**src/rtl/rf_wb_arbiter.sv**
```systemverilog
// Round-robin writeback arbiter (ALU/LD/CSR) with a per-register pending scoreboard.
// One-cycle grant-to-write latency; losers see ready=0 and must hold; rd=0 requests are accepted at once.
`timescale 1ns/1ps
module rf_wb_arbiter #(
    parameter int WIDTH      = 32,
    parameter int ADDR_WIDTH = 5,
    localparam int DEPTH     = 2 ** ADDR_WIDTH
) (
    input  logic                  clk,
    input  logic                  rst_n,
    input  logic                  alu_valid,
    input  logic [ADDR_WIDTH-1:0] alu_rd,
    input  logic [WIDTH-1:0]      alu_data,
    output logic                  alu_ready,
    input  logic                  ld_valid,
    input  logic [ADDR_WIDTH-1:0] ld_rd,
    input  logic [WIDTH-1:0]      ld_data,
    output logic                  ld_ready,
    input  logic                  csr_valid,
    input  logic [ADDR_WIDTH-1:0] csr_rd,
    input  logic [WIDTH-1:0]      csr_data,
    output logic                  csr_ready,
    input  logic                  iss_valid,
    input  logic [ADDR_WIDTH-1:0] iss_rd,
    input  logic                  flush,
    output logic                  we,
    output logic [ADDR_WIDTH-1:0] w_addr,
    output logic [WIDTH-1:0]      w_data_reg_file,
    output logic [DEPTH-1:0]      pending
);

    logic [1:0]            rr_ptr_q, rr_ptr_d;
    logic                  we_q;
    logic [ADDR_WIDTH-1:0] w_addr_q;
    logic [WIDTH-1:0]      w_data_q;
    logic [DEPTH-1:0]      pending_q, pending_d;

    logic [2:0]            req_v;
    logic [2:0]            gnt;
    logic [ADDR_WIDTH-1:0] gnt_rd;
    logic [WIDTH-1:0]      gnt_data;

    // Only requests that actually write compete; rd=0 requests bypass arbitration.
    assign req_v = {csr_valid && (csr_rd != '0),
                    ld_valid  && (ld_rd  != '0),
                    alu_valid && (alu_rd != '0)};

    always_comb begin
        gnt = 3'b000;
        case (rr_ptr_q)
            2'd1: begin
                if      (req_v[1]) gnt = 3'b010;
                else if (req_v[2]) gnt = 3'b100;
                else if (req_v[0]) gnt = 3'b001;
            end
            2'd2: begin
                if      (req_v[2]) gnt = 3'b100;
                else if (req_v[0]) gnt = 3'b001;
                else if (req_v[1]) gnt = 3'b010;
            end
            default: begin
                if      (req_v[0]) gnt = 3'b001;
                else if (req_v[1]) gnt = 3'b010;
                else if (req_v[2]) gnt = 3'b100;
            end
        endcase
    end

    always_comb begin
        gnt_rd   = alu_rd;
        gnt_data = alu_data;
        rr_ptr_d = rr_ptr_q;
        if (gnt[0]) rr_ptr_d = 2'd1;
        if (gnt[1]) begin
            gnt_rd   = ld_rd;
            gnt_data = ld_data;
            rr_ptr_d = 2'd2;
        end
        if (gnt[2]) begin
            gnt_rd   = csr_rd;
            gnt_data = csr_data;
            rr_ptr_d = 2'd0;
        end
    end

    assign alu_ready = rst_n && alu_valid && ((alu_rd == '0) || gnt[0]);
    assign ld_ready  = rst_n && ld_valid  && ((ld_rd  == '0) || gnt[1]);
    assign csr_ready = rst_n && csr_valid && ((csr_rd == '0) || gnt[2]);

    // Issue is applied after the clear so a same-cycle set on the written register survives.
    always_comb begin
        pending_d = pending_q;
        if (flush)     pending_d = '0;
        else if (we_q) pending_d[w_addr_q] = 1'b0;
        if (iss_valid && (iss_rd != '0)) pending_d[iss_rd] = 1'b1;
        pending_d[0] = 1'b0;
    end

    always_ff @(posedge clk or negedge rst_n) begin
        if (!rst_n) begin
            rr_ptr_q  <= 2'd0;
            we_q      <= 1'b0;
            w_addr_q  <= '0;
            w_data_q  <= '0;
            pending_q <= '0;
        end else begin
            rr_ptr_q  <= rr_ptr_d;
            we_q      <= |gnt;
            pending_q <= pending_d;
            if (|gnt) begin
                w_addr_q <= gnt_rd;
                w_data_q <= gnt_data;
            end
        end
    end

    assign we              = we_q;
    assign w_addr          = w_addr_q;
    assign w_data_reg_file = w_data_q;
    assign pending         = pending_q;

endmodule

```
**config.mk**
```make
export PLATFORM = sky130hd
export DESIGN_NAME = rf_wb_arbiter
export DESIGN_NICKNAME = d
export VERILOG_FILES = /design/src/rtl/rf_wb_arbiter.sv
export SDC_FILE = /design/constraint.sdc
export NUM_CORES = 1
export LEC_CHECK = 0
export CORE_MARGIN = 5
export CORE_UTILIZATION = 39
export CTS_CLUSTER_SIZE = 25
export DETAILED_ROUTE_END_ITERATION = 7
export GPL_ROUTABILITY_DRIVEN = 1
export PLACE_DENSITY = 0.84
export SLEW_MARGIN = 5
export SYNTH_ARGS = -nofsm -noshare
export SYNTH_HDL_FRONTEND = slang
export SYNTH_SLANG_ARGS = --single-unit
```
**constraint.sdc**
```tcl
create_clock -name clk -period 3.2 [get_ports clk]
set_clock_uncertainty 0.05 [all_clocks]
set_input_delay 0.48 -clock clk [delete_from_list [all_inputs] [get_ports clk]]
set_output_delay 0.48 -clock clk [all_outputs]
set_load 0.03 [all_outputs]
```
==> results of run 1 <==
[sequential cells by signal (all words and copies together), names as in the netlist]
name	cells
pending	31
rr_ptr_q	2
w_addr	5
w_data_reg_file	32
we	1
[metrics by stage]
step | instances | util | setup WS [ps] | power (mW)
detailed placement | 735 | 0.609 | 103 | 5.02
CTS | 752 | 0.628 | 107 | 5.70
finish | 752 | 0.628 | 105 | 5.68
global placement | 735 | 0.609 | 149 | 4.91
global route | 752 | 0.628 | 32.8 | 6.02
floorplan | 424 | - | 225 | 3.67
[worst max-delay path: stages]
cell and delay, ps:
clkdlybuf4s50_1 440, or4_4 560, o211a_1 240, or3_1 400, a21oi_1 270, buf_12 160
[final cells by class]
| type | instances | area [um^2] |
|---|---|---|
| Sequential cell | 71 | 1780 |
| Timing Repair Buffer | 212 | 2130 |
| Fill cell | 846 | 3840 |
| Multi-Input combinational cell | 314 | 2220 |
| Clock inverter | 7 | 48.8 |
| Tap cell | 136 | 170 |
| Clock buffer | 9 | 124 |
| Inverter | 3 | 11.3 |
[power by group through the flow]
stage	Clock (mW)	Sequential, mW	Combinational [mW]
after floorplan	0	1.88	1.80
after global placement	0	1.45	3.46
after detailed placement	0	1.45	3.56
after CTS	0.670	1.44	3.59
after global routing	0.701	1.48	3.84
final	0.656	1.45	3.58
[synth_stat cells, drive strengths merged, types with 2 or more instances]
library cell | count | area, um^2
and3 | 3 | 18.8
nor3b | 41 | 308
and2 | 37 | 231
or3b | 3 | 26.3
nor2b | 18 | 113
o32a | 37 | 370
nand3 | 4 | 20.0
nor2 | 6 | 22.5
clkbuf | 25 | 93.8
o21ai | 50 | 250
ha | 2 | 25.0
a21oi | 6 | 30.0
inv | 3 | 11.3
nor3 | 3 | 15.0
a2bb2oi | 37 | 324
or2 | 2 | 12.5
dfrtp | 71 | 1780
nand3b | 25 | 188
a21bo | 3 | 30.0
or3 | 3 | 18.8
nand2 | 22 | 82.6
buf | 11 | 75.1
[how the worst min path moves through the flow]
| stage | end | slack (ps) | start |
|---|---|---|---|
| 2_1_floorplan | pending[10]$_DFF_PN0_ | 130 | rst_n |
| 3_3_place_gp | rr_ptr_q[1]$_DFFE_PN0P_ | 290 | rst_n |
| 3_5_place_dp | rr_ptr_q[1]$_DFFE_PN0P_ | 290 | rst_n |
| 4_1_cts | w_data_reg_file[20]$_DFFE_PN0P_ | 460 | rst_n |
| 5_1_grt | w_data_reg_file[6]$_DFFE_PN0P_ | 470 | w_data_reg_file[6]$_DFFE_PN0P_ |
| 6_report | w_data_reg_file[9]$_DFFE_PN0P_ | 450 | w_data_reg_file[9]$_DFFE_PN0P_ |
[cell families after synthesis]
kind of cell / Yosys count
buffers and inverters: 39
DFF: 71
adders and majority gates: 2
and+or+nand+nor: 171
other: 1
AOI/OAI and AO/OA: 140
[routing by layer]
layer  wire length, um  track usage  share of wire
met5                 0            0              0
met1              5720        0.268           0.38
met3              1280       0.0588          0.086
met2              7630        0.402           0.51
met4               257       0.0857          0.017
[cell usage in the layout, fill, tap and decap left out, drive strengths merged, types with 2 or more instances in the layout]
master and instances:
clkinv 2, nor3b 41, clkdlybuf4s50 190, nand3 4, dfrtp 71, clkinvlp 4, buf 21, nor3 3
or3 3, o32a 37, nor2 6, o21ai 50, and3 3, and2 37, or3b 3, or2 2
ha 2, a21oi 6, a21bo 3, clkbuf 9, nand2 22, inv 4, nand3b 25, a2bb2oi 37
nor2b 18
[repair_timing]
| action | 4_1_cts | 5_1_grt |
|---|---|---|
| hold buffers | 1 | 0 |
| endpoints found under the hold margin | 8 | 0 |
| resized for setup | 1 | 0 |
| endpoints found under the setup margin | 1 | 0 |
==> impl_metrics.py, run 1 <==
metrics = {
    "global_routing": {
        "gr-total-overflow": 0,
        "first_global_vias": 4609,
        "antenna_found_initial": 0,
        "grt_max_degree": 64,
        "grt_pass1_wl_mm": 23.5,
        "track_usage": 0.229,
    },
    "route": {
        "drc": 0,
        "drtIter0Drc": 372,
        "wl_per_cell_um": 19.8,
        "viasPerCell": 5.82,
        "antenna_left": 0,
        "dr.pass1.iters": 6,
        "num_vias": 4377,
        "routed_wl_mm": 14.9,
    },
    "yosys": {
        "synth-simple-area-share": 0.264,
        "synth_ff_type": "dfrtp_1",
        "syn_nets": 549,
        "netlist_instances": 424,
        "ys_warn_count": 0,
        "synth_fa_ha_area_frac": 0.00605,
        "synthesis.area_mm2": 0.00414,
        "synth.avg_cell_area_um2": 9.76,
        "ys_types": 36,
        "synth_compound_area_frac": 0.256,
        "async_reset_ff_frac": 1.00,
        "synth_mux_area_frac": 0,
        "ys_seq_area_frac": 0.430,
        "yosys.area_share.xor_xnor": 0,
        "synth-seq-cells": 71,
        "synth_top_family_by_area": "simple AND/OR/NAND/NOR gates",
        "synth_edf_count": 0,
    },
    "placed_design": {
        "place_congestion": 0.924,
        "place_area_mm2": 0.00629,
        "port_buffers": 194,
        "hpwlAfterDp_mm": 11.2,
    },
    "setup_path": {
        "worstRegToRegCells": 9,
        "critPathRequiredTime_ps": 2670,
        "crit_path_end": "alu_ready",
        "r2r-start": "rr_ptr_q[0]$_DFFE_PN0P_",
        "critPathKind": "input pin to primary output",
        "critPathLaunch": "csr_rd[0]",
        "endpoint_kind": "primary output",
        "path_max_fanout": 3,
        "cp.arrival_ps": 2560,
        "r2r-end": "w_data_reg_file[11]$_DFFE_PN0P_",
        "r2r_slack_ps": 290,
        "start_kind": "input pin",
    },
    "layout": {
        "areaGrowthSynthToFinish_pct": 56.6,
        "diodes": 0,
        "stdcell_area_mm2": 0.00648,
        "nets": 736,
        "layout-drive-gt1-share": 0.0812,
    },
    "power": {
        "switchingPower_mw": 2.52,
        "internal_power_mw": 3.16,
        "power.leakage_nw": 2.49,
        "p_clk_frac": 0.115,
        "powerDensity_mw_per_mm2": 877,
        "peakVddDrop_mv": 0.511,
        "switching_share": 0.444,
        "p_comb_frac": 0.630,
        "seqPwrFrac": 0.255,
    },
    "timing": {
        "min_period_over_period": 0.967,
        "finalSetupViolCount": 0,
        "hold_slack_ps": 454,
        "fin_tns_setup_ps": 0,
        "fmax_mhz": 323,
        "drv_slew": 0,
        "period_needed_ps": 3090,
        "hold_violations": 0,
        "slew_headroom": 0.275,
        "tightest_slew_ps": 1080,
        "rsz0062_at_grt": "no",
    },
    "clocking": {
        "clock_latency_ps": 350,
        "cts_buffers": 9,
        "cts-root-buf": "clkbuf_8",
        "cts_tree": "yes",
        "clkTransAtPathRegs_ps": 70,
        "clock-sinks": 71,
        "htreeDepth": 3,
        "clock_path_buffers": 2,
        "cts_setup_buffers": 0,
    },
    "worst_hold_path": {
        "min_path_cells": 1,
        "hp-class": "flop to flop",
    },
    "floorplanning": {
        "die_h_um": 113,
        "row_count": 37,
        "io_pins": 196,
        "dieArea_mm2": 0.0128,
        "start_util": 0.401,
        "core_region_area_mm2": 0.0103,
        "die_w_um": 113,
    },
    "run_status": {
        "run_status": "completed",
    },
    "run": {
        "max_cap_viol_count": 0,
    },
}
(Power assumes the default switching activity.)
==> run 2, diff against run 1 <==
Settings changed: CTS_CLUSTER_SIZE 25 to 30.
Clock period 3.2 ns to 3.4 ns, I/O delays scaled along.
==> run 2 against run 1 <==
Against the previous run:
- via count decreased by 0.62%
- sequential power decreased by 6%
- final cell count decreased by 0.27%
- global-route usage increased by 0.21 points
- largest cell class unchanged
- largest power group unchanged
- die area unchanged
- clock-buffer cell count unchanged
- critical path depth unchanged
- first-iteration DRC count decreased by 1.1%
- routed wire length increased by 1.1%
- utilization increased by 0.44 points
- sequential share of layout area decreased by 0.19 points
- sequential cell count unchanged
==> impl_metrics.py, run 2 (synthesis results as in run 1) <==
metrics = {
    "route": {
        "drc": 0,
        "routed_wl_mm": 15.0,
        "num_vias": 4350,
        "dr.pass1.iters": 7,
        "drtIter0Drc": 368,
        "antenna_left": 0,
        "viasPerCell": 5.80,
        "wl_per_cell_um": 20.1,
    },
    "timing": {
        "finalSetupViolCount": 0,
        "rsz0062_at_grt": "no",
        "fin_tns_setup_ps": 0,
        "hold_slack_ps": 450,
        "min_period_over_period": 0.927,
        "period_needed_ps": 3150,
        "slew_headroom": 0.377,
        "fmax_mhz": 317,
        "tightest_slew_ps": 931,
        "hold_violations": 0,
        "setup_slack_ps": 247,
        "drv_slew": 0,
    },
    "layout": {
        "nets": 734,
        "n_fill_cell": 826,
        "final_cell_mix": "clkdlybuf4s50_1 (190), dfrtp_1 (71), o21ai_0 (50)",
        "register_area_mm2": 0.00178,
        "largest_reg_flops": 32,
        "multi_input_area_mm2": 0.00222,
        "areaGrowthSynthToFinish_pct": 57.7,
        "layout_commonest_cell": "clkdlybuf4s50_1",
        "diodes": 0,
        "layout-drive-gt1-share": 0.0782,
    },
    "placed_design": {
        "post-place-ws_ps": 202,
        "port_buffers": 194,
        "hpwlAfterDp_mm": 11.2,
        "place_congestion": 0.921,
    },
    "setup_path": {
        "cp.depth": 6,
        "worstRegToRegCells": 9,
        "critPathKind": "input pin to primary output",
        "r2r-start": "rr_ptr_q[0]$_DFFE_PN0P_",
        "critPathLaunch": "csr_rd[0]",
        "critPathMaxStageDelay_ps": 570,
        "start_kind": "input pin",
        "endpoint_kind": "primary output",
        "r2r_slack_ps": 580,
        "cp.arrival_ps": 2590,
        "slowest_stage": "or4_4",
        "crit_family": "simple AND/OR/NAND/NOR gates",
        "r2r-end": "w_data_reg_file[7]$_DFFE_PN0P_",
        "cp_num_buf_inv": 2,
        "crit_path_end": "alu_ready",
        "crit_chain": "clkdlybuf4s50_1 -> or4_4 -> o211a_1 -> or3_1 -> a21oi_1 -> buf_12",
        "path_max_fanout": 3,
        "critPathRequiredTime_ps": 2840,
    },
    "global_routing": {
        "track_usage": 0.231,
        "first_global_vias": 4587,
        "gr-total-overflow": 0,
        "antenna_found_initial": 0,
        "grt_pass1_wl_mm": 23.8,
        "grt_max_degree": 66,
    },
    "clocking": {
        "cts-root-buf": "clkbuf_8",
        "clock_path_buffers": 2,
        "clock-sinks": 71,
        "cts_buffers": 9,
        "clock_latency_ps": 340,
        "htreeDepth": 3,
        "cts_tree": "yes",
        "clkTransAtPathRegs_ps": 80,
        "cts_setup_buffers": 0,
    },
    "run_status": {
        "run_status": "completed",
    },
    "floorplanning": {
        "io_pins": 196,
        "start_util": 0.401,
        "die_w_um": 113,
        "die_h_um": 113,
        "core_region_area_mm2": 0.0103,
        "dieArea_mm2": 0.0128,
        "row_count": 37,
    },
    "power": {
        "peakVddDrop_mv": 0.501,
        "power.leakage_nw": 2.52,
        "powerDensity_mw_per_mm2": 847,
    },
    "worst_hold_path": {
        "hp-class": "flop to flop",
    },
    "run": {
        "max_cap_viol_count": 0,
    },
}
-- run 2: cell type report --
cell class	instances	share of cell area
Clock buffer	9	0.0190
Clock inverter	7	0.0186
Inverter	3	0.00173
Multi-Input combinational cell	314	0.340
Sequential cell	71	0.272
Tap cell	136	0.0261
Timing Repair Buffer	210	0.323
-- run 2: what timing repair did --
| action | 4_1_cts | 5_1_grt |
|---|---|---|
| gates resized for setup | 0 | 1 |
| endpoints found under the setup margin | 0 | 1 |
| hold buffers | 1 | 0 |
| endpoints found under the hold margin | 6 | 0 |
-- run 2: through the flow --
| step | total power, mW | cells | utilization | area [um^2] |
|---|---|---|---|---|
| after floorplan | 3.46 | 424 | - | 4140 |
| after global placement | 4.56 | 733 | 0.607 | 6260 |
| after detailed placement | 4.67 | 733 | 0.607 | 6260 |
| after CTS | 5.51 | 750 | 0.631 | 6520 |
| after global routing | 5.83 | 750 | 0.632 | 6520 |
| final | 5.53 | 750 | 0.632 | 6520 |
-- run 2: worst min path at each step --
stage / start / end / slack (ps) / cells past startpoint
3_3_place_gp: rst_n / rr_ptr_q[1]$_DFFE_PN0P_ / 300 / 1
3_5_place_dp: rst_n / rr_ptr_q[1]$_DFFE_PN0P_ / 310 / 1
5_1_grt: rst_n / w_data_reg_file[26]$_DFFE_PN0P_ / 480 / 2
4_1_cts: w_data_reg_file[23]$_DFFE_PN0P_ / w_data_reg_file[23]$_DFFE_PN0P_ / 460 / 1
6_report: w_data_reg_file[23]$_DFFE_PN0P_ / w_data_reg_file[23]$_DFFE_PN0P_ / 450 / 1
2_1_floorplan: rst_n / pending[10]$_DFF_PN0_ / 160 / 0
-- run 2: power breakdown --
group	leakage, nW	internal (mW)	switching (mW)
clock	0.123	0.490	0.346
sequential	0.899	1.12	0.233
combinational	1.50	1.54	1.79
-- run 2: routing by layer --
metal  share of wire  up-vias  wire length (um)  global-route usage
met5               0        -                 0                   0
met4           0.019        0               284              0.0689
met3           0.094       26              1420              0.0647
met2            0.50      251              7530               0.400
met1            0.39     2110              5810               0.279
li1                -     1963                 -                   -
==> run 3, diff against run 2 <==
Settings changed: CTS_CLUSTER_DIAMETER set to 100, PLACE_DENSITY 0.84 to 0.77, RECOVER_POWER set to 50.
==> run 3 against run 2 <==
Against the previous run:
- die area unchanged
- final area about the same
- utilization about the same
- clock power up 2%
- global-route usage about the same
- critical path depth increased by 2
- combinational power grew 1%
- sequential cell count stayed put
- sequential share of layout area barely moved
- largest cell class unchanged
==> impl_metrics.py, run 3 (synthesis results as in run 1) <==
metrics = {
    "power": {
        "power.leakage_nw": 2.54,
        "powerDensity_mw_per_mm2": 857,
        "peakVddDrop_mv": 0.488,
    },
    "layout": {
        "stdcell_area_mm2": 0.00652,
        "register_area_mm2": 0.00178,
        "multi_input_area_mm2": 0.00221,
        "final_cell_mix": "clkdlybuf4s50_1 (184), dfrtp_1 (71), o21ai_0 (50)",
        "fin_cells": 747,
        "diodes": 0,
        "utilization": 0.631,
        "n_fill_cell": 878,
        "nets": 732,
        "layout_commonest_cell": "clkdlybuf4s50_1",
        "layout-drive-gt1-share": 0.0704,
        "areaGrowthSynthToFinish_pct": 57.6,
        "largest_reg_flops": 32,
    },
    "setup_path": {
        "critPathRequiredTime_ps": 2840,
        "endpoint_kind": "primary output",
        "worstRegToRegCells": 9,
        "crit_chain": "inv_1 -> ha_1 -> or2_2 -> a311oi_1 -> or3_1 -> o21ai_0 -> and3_1 -> buf_12",
        "path_max_fanout": 6,
        "critPathKind": "flop to primary output",
        "critPathMaxStageDelay_ps": 520,
        "slowest_stage": "a311oi_1",
        "cp.arrival_ps": 2650,
        "start_kind": "flop",
    },
    "floorplanning": {
        "dieArea_mm2": 0.0128,
        "core_region_area_mm2": 0.0103,
        "start_util": 0.401,
        "row_count": 37,
        "die_w_um": 113,
        "die_h_um": 113,
        "io_pins": 196,
    },
    "global_routing": {
        "first_global_vias": 4606,
        "gr-total-overflow": 0,
        "grt_pass1_wl_mm": 23.6,
        "track_usage": 0.231,
        "grt_max_degree": 53,
        "antenna_found_initial": 0,
    },
    "placed_design": {
        "dp.cells": 732,
        "port_buffers": 194,
        "place_congestion": 0.921,
        "post-place-ws_ps": 245,
        "hpwlAfterDp_mm": 11.0,
        "place_area_mm2": 0.00628,
    },
    "clocking": {
        "clkTransAtPathRegs_ps": 80,
        "clock-sinks": 71,
        "clock_latency_ps": 360,
        "ctsResizeCount": 0,
        "cts_tree": "yes",
        "htreeDepth": 3,
        "cts_setup_buffers": 0,
        "cts_buffers": 9,
        "postCtsHoldBufs": 0,
        "clock_path_buffers": 2,
        "cts-root-buf": "clkbuf_8",
    },
    "timing": {
        "tightest_slew_ps": 1400,
        "rsz0062_at_grt": "no",
        "finalSetupViolCount": 0,
        "slew_headroom": 0.0663,
        "fin_tns_setup_ps": 0,
        "fmax_mhz": 312,
        "setup_slack_ps": 191,
        "period_needed_ps": 3210,
        "hold_violations": 0,
        "min_period_over_period": 0.944,
        "drv_slew": 0,
    },
    "route": {
        "routed_wl_mm": 14.8,
        "dr.pass1.iters": 5,
        "drc": 0,
        "wl_per_cell_um": 19.8,
        "viasPerCell": 5.73,
        "drtIter0Drc": 284,
        "num_vias": 4284,
        "antenna_left": 0,
    },
    "run_status": {
        "run_status": "completed",
    },
    "run": {
        "max_cap_viol_count": 0,
    },
    "worst_hold_path": {
        "hp-class": "input pin to asynchronous set/reset pin",
    },
}
[run 3: critical path: cells and delay by family (launching register included)]
family / cells / cell delay (ps)
flip-flops: 1 / 350
buffers and inverters: 2 / 210
AND/OR/NAND/NOR: 3 / 760
AO/OA/AOI/OAI: 2 / 610
adder cells (fa/ha/maj): 1 / 360
[run 3: cell type report]
cell class,count,share of cell area
multi-input cells,314,0.339
repair buffers,208,0.323
flip-flops and latches,71,0.273
well taps,136,0.0261
clock buffers,12,0.0238
clock inverters,3,0.0138
inverters,3,0.00173
[run 3: where the power goes]
group          switching [mW]  leakage, nW  internal, mW  total [mW]
registers               0.239        0.899          1.12        1.36
logic                    1.77         1.51          1.59        3.37
clock network           0.331        0.123         0.524       0.855
total                    2.34         2.54          3.24        5.58
[run 3: path summary, 6_finish.rpt]
kind	start	endpoint	slack [ps]
setup / recovery	rr_ptr_q[0]$_DFFE_PN0P_	csr_ready	190
hold / removal	rst_n	w_data_reg_file[9]$_DFFE_PN0P_	420
setup reg to reg	rr_ptr_q[0]$_DFFE_PN0P_	w_data_reg_file[30]$_DFFE_PN0P_	290
hold reg to reg	w_data_reg_file[6]$_DFFE_PN0P_	w_data_reg_file[6]$_DFFE_PN0P_	460
max in group asynchronous	rst_n	pending[25]$_DFF_PN0_	890
min in group clk	w_data_reg_file[6]$_DFFE_PN0P_	w_data_reg_file[6]$_DFFE_PN0P_	460
[run 3: routing by layer]
layer,share of wire,track usage,up-vias
li1,-,-,1953
met2,0.49,0.396,207
met5,0,0,-
met3,0.093,0.0695,29
met4,0.022,0.0849,0
met1,0.39,0.273,2095
[run 3: through the flow]
stage | power (mW) | hold slack (ps)
floorplan | 3.46 | 164
global placement | 4.66 | 385
detailed placement | 4.75 | 390
CTS | 5.61 | 1.06
global route | 5.91 | 481
finish | 5.58 | 419
